**src/rtl/ext_bus_arbiter.sv**
```systemverilog
// rtl/ext_bus_arbiter.sv - two-port external memory bus arbiter and access sequencer
module ext_bus_arbiter #(
    parameter int WAIT_CYC = 0,
    parameter bit CPU_PRIO = 1'b1
) (
    input  logic        clk,
    input  logic        reset,
    input  logic [1:0]  req,
    input  logic [1:0]  we,
    input  logic [1:0]  sel,
    input  logic [15:0] addr0,
    input  logic [15:0] addr1,
    input  logic [7:0]  wdata0,
    input  logic [7:0]  wdata1,
    output logic [1:0]  ack,
    output logic [1:0]  err,
    output logic [7:0]  rdata,
    output logic [15:0] addr_bus,
    output logic [7:0]  data_out,
    output logic        data_oe,
    input  logic [7:0]  data_in,
    output logic        read_en,
    output logic        write_en,
    output logic        memory_select,
    output logic        psen
);
    typedef enum logic [1:0] {IDLE, SETUP, ACCESS, DONE} state_t;

    localparam logic [2:0] LAST_CNT = 3'(WAIT_CYC);

    state_t      state, state_nxt;
    logic [2:0]  cnt;
    logic        gnt, gnt_nxt, last_gnt;
    logic [15:0] lat_addr;
    logic [7:0]  lat_wdata;
    logic        lat_we, lat_sel;
    logic        last_access;

    // On a tie the fixed-priority mode always picks the CPU; otherwise the port served last loses.
    always_comb begin
        gnt_nxt = req[1];
        if (req == 2'b11) begin
            gnt_nxt = CPU_PRIO ? 1'b0 : ~last_gnt;
        end
    end

    assign last_access = (state == ACCESS) && (cnt == LAST_CNT);

    always_ff @(posedge clk or posedge reset) begin
        if (reset) begin
            state <= IDLE;
        end else begin
            state <= state_nxt;
        end
    end

    always_comb begin
        state_nxt = state;
        case (state)
            IDLE:    if (|req) state_nxt = SETUP;
            SETUP:   state_nxt = ACCESS;
            ACCESS:  if (last_access) state_nxt = DONE;
            DONE:    state_nxt = IDLE;
            default: state_nxt = IDLE;
        endcase
    end

    always_ff @(posedge clk or posedge reset) begin
        if (reset) begin
            cnt       <= 3'd0;
            gnt       <= 1'b0;
            last_gnt  <= 1'b1;
            lat_addr  <= 16'h0000;
            lat_wdata <= 8'h00;
            lat_we    <= 1'b0;
            lat_sel   <= 1'b0;
            rdata     <= 8'h00;
        end else begin
            if (state == IDLE && |req) begin
                gnt       <= gnt_nxt;
                last_gnt  <= gnt_nxt;
                lat_addr  <= gnt_nxt ? addr1 : addr0;
                lat_wdata <= gnt_nxt ? wdata1 : wdata0;
                lat_we    <= we[gnt_nxt];
                lat_sel   <= sel[gnt_nxt];
            end
            cnt <= (state == ACCESS) ? cnt + 3'd1 : 3'd0;
            if (last_access && !lat_we) begin
                rdata <= data_in;
            end
        end
    end

    // Address, select and write data follow the latched request so they hold through DONE and IDLE.
    always_comb begin
        ack           = 2'b00;
        err           = 2'b00;
        data_oe       = 1'b0;
        read_en       = 1'b0;
        write_en      = 1'b0;
        psen          = 1'b1;
        addr_bus      = lat_addr;
        data_out      = lat_wdata;
        memory_select = lat_sel;
        case (state)
            SETUP: data_oe = lat_we;
            ACCESS: begin
                if (!lat_we) begin
                    read_en = 1'b1;
                    psen    = lat_sel;
                end else if (lat_sel) begin
                    write_en = 1'b1;
                    data_oe  = 1'b1;
                end
            end
            DONE: begin
                ack = gnt ? 2'b10 : 2'b01;
                if (lat_we && !lat_sel) begin
                    err = gnt ? 2'b10 : 2'b01;
                end
            end
            default: ;
        endcase
    end
endmodule
```
**config.mk**
```make
export PLATFORM = sky130hd
export DESIGN_NAME = ext_bus_arbiter
export DESIGN_NICKNAME = d
export VERILOG_FILES = /design/src/rtl/ext_bus_arbiter.sv
export SDC_FILE = /design/constraint.sdc
export NUM_CORES = 1
export LEC_CHECK = 0
export ABC_CLOCK_PERIOD_IN_PS = 2650
export CORE_MARGIN = 1
export CORE_UTILIZATION = 42
export CTS_CLUSTER_DIAMETER = 50
export CTS_CLUSTER_SIZE = 20
export DETAILED_ROUTE_END_ITERATION = 7
export GPL_TIMING_DRIVEN = 0
export HOLD_SLACK_MARGIN = 0.05
export PLACE_DENSITY = 0.86
export SLEW_MARGIN = 20
export SYNTH_ARGS = -nofsm -noshare
export SYNTH_HDL_FRONTEND = slang
export SYNTH_SLANG_ARGS = --single-unit
```
**constraint.sdc**
```tcl
create_clock -name clk -period 2.65 [get_ports clk]
set_input_delay 0.3975 -clock clk [delete_from_list [all_inputs] [get_ports clk]]
set_output_delay 0.3975 -clock clk [all_outputs]
set_load 0.005 [all_outputs]
```
==> flow_summary.ini <==
[outcome]
status = finished, final reports clean

[yosys]
yosysTopAreaCellShare_pct = 52.2
synthTopCellsByCount = 40 x dfrtp_1, 28 x nand2_1, 26 x mux2i_1
yosysTopAreaCell = dfrtp_1
synth_edf_count = 0
synth.cell_area_um2 = 1920
synth_cell_type_count = 24
yosys_warnings = 0
synth_most_common_cell = dfrtp_1
netlist_instances = 172
syn_nets = 243
synth_area_leaders = dfrtp_1 52%, mux2i_1 14%, nand2_1 5.5%
ys_seq_elements = 40
ys_async_sr_fraction_pct = 100
ys.flop_type = dfrtp_1
ys_seq_area_share_pct = 52.2
syn_area_per_cell_um2 = 11.1

[route]
ant_nets = 0
vias = 1656
wl_per_cell_um = 13.4
drc = 0
drt-initial-drc-count = 52
firstDrtPassIters = 4
vias_per_cell = 4.91
wl_um = 4510

[clocking]
ctsResizeCount = 0
cts_sinks = 40
numCtsBuffers = 5
clk_latency_ns = 0.29
clockBufferDepth = 2
root_buffer = clkbuf_8
cts_tree = yes
cts.clk_slew.worst_paths_ns = 0.07
cts_setup_buffers = 0
ctsHtreeMaxLevel = 2
hold_buffers = 0

[sta]
tightest_slew_ns = 0.488
fin_skew_ns = 0.00474
hold_viol = 0
setup_violations = 0
finalCriticalPeriod_ns = 2.17
fin_crit_sh_pct = 81.8
fin_setup_tns_ns = 0
fmax_mhz = 461
drv_slew = 0
maxSlewHeadroom_pct = 67.3
rsz0062_at_grt = no

[place]
hpwl_um = 3550
port_buffers = 104
placed_area_um2 = 3050
place_congestion = 0.776

[setup_path]
startpoint = state[0]$_DFFE_PP0P_
worstSetupStartpointType = flop
arrival_ns = 1.77
cp.required_ns = 2.25
end_kind = output pin
setup.worst_path.class = reg2out
worst-path-max-fanout = 5
reg2reg_from = state[0]$_DFFE_PP0P_

[die]
dieArea_um2 = 4840
initial_core_util_pct = 43.7
core-area_um2 = 4380
num_io_pins = 105
die_h_um = 69.6
rows = 24
fp.dieW_um = 69.6

[power_and_ir_drop]
power.net_switching_uw = 954
switching_share_pct = 31.0
comb_power_share_pct = 47.0
internal_power_mw = 2.12
seqPwrFrac_pct = 35.5
p_per_area_nw_per_um2 = 969
vdd_drop_max_mv = 0.497
clockPowerShare_pct = 17.5
leakage_nw = 1.38

[grt]
grt_usage_pct = 20.4
antenna_found_initial = 0
grt_pass1_vias = 1651
grt_pass1_wl_um = 7760
overflow = 0
grt_max_degree = 24

[finish]
drive_gt1_share_pct = 8.77
insertedDiodeCount = 0
nets = 355
area_delta_synth_final_pct = 65.7
fin_area_um2 = 3180

[min_path]
hp-class = in2async

[job]
maxCapViolCount = 0
==> cell type report <==
class | instances | area, um^2
clock inverter | 1 | 30.0
fill | 334 | 1210
clock buffer | 7 | 96.3
tap | 52 | 65.1
inverter | 5 | 18.8
timing repair buffer | 105 | 1070
multi-input combinational | 119 | 847
sequential | 40 | 1000
buffer | 8 | 50.0
==> metrics by stage <==
| step | std cells | hold slack (ns) | total power, mW | setup slack [ns] | utilization, % |
|---|---|---|---|---|---|
| floorplan | 172 | 0.431 | 1.73 | 1.12 | - |
| global placement | 328 | 0.453 | 2.51 | 0.497 | 68.9 |
| detailed placement | 329 | 0.462 | 2.57 | 0.590 | 69.6 |
| CTS | 337 | 0.423 | 3.12 | 0.459 | 72.5 |
| global route | 337 | 0.441 | 3.31 | 0.359 | 72.5 |
| finish | 337 | 0.417 | 3.08 | 0.481 | 72.5 |
==> power groups by stage <==
stage	logic (mW)	clock network, mW	registers, mW
2_1_floorplan	0.630	0	1.10
3_3_place_gp	1.42	0	1.09
3_5_place_dp	1.46	0	1.10
4_1_cts	1.47	0.550	1.09
5_1_grt	1.59	0.579	1.14
6_report	1.45	0.539	1.09
==> layout by cell type, fill, tap and decap left out, drive strengths merged, types with 4 or more instances in the layout <==
cell           instances
clkdlybuf4s50        104
dfrtp                 40
nand2                 28
o21ai                 27
mux2i                 26
clkbuf                11
mux2                   9
ha                     7
inv                    5
buf                    5
nor2b                  4
==> metal layers <==
layer | vias to the layer above | GRT usage [%] | part of all wire (%)
met5 | - | 0 | 0
met4 | 0 | 6.12 | 1.4
met3 | 7 | 7.85 | 8.9
met2 | 69 | 34.5 | 48
met1 | 775 | 24.0 | 41
li1 | 805 | - | -
==> critical path: stages (launching register included) <==
cell	delay, ns
dfrtp_1	0.41
inv_1	0.10
ha_1	0.25
nor2b_1	0.16
nand2b_1	0.08
clkdlybuf4s50_1	0.49
==> sequential cells by signal, indices dropped and copies added, names as in the netlist <==
name           count
lat_we             1
data_out           8
state              2
rdata              8
memory_select      1
cnt                3
gnt                1
addr_bus          16
==> worst paths after layout <==
check / to / cells past startpoint / slack [ns]
max: psen / 5 / 0.48
min: addr_bus[9]$_DFFE_PP0P_ / 2 / 0.42
max reg2reg: addr_bus[10]$_DFFE_PP0P_ / 6 / 0.86
min reg2reg: cnt[0]$_DFF_PP0_ / 1 / 0.47
max in group asynchronous: addr_bus[1]$_DFFE_PP0P_ / 3 / 1.78
min in group clk: cnt[0]$_DFF_PP0_ / 1 / 0.47
==> cell families (layout without fill, tap and decap cells) <==
logic type               after synthesis  in the layout  synth area share [%]
buffers and inverters                 13            126                  3.59
AO/OA/AOI/OAI                         32             32                  8.68
flip-flops                            40             40                  52.2
AND/OR/NAND/NOR                       44             44                  11.6
adder cells (fa/ha/maj)                7              7                  4.57
XOR/XNOR                               1              1                 0.457
multiplexers                          35             35                  18.9
Power figures use the tool's default switching activity.
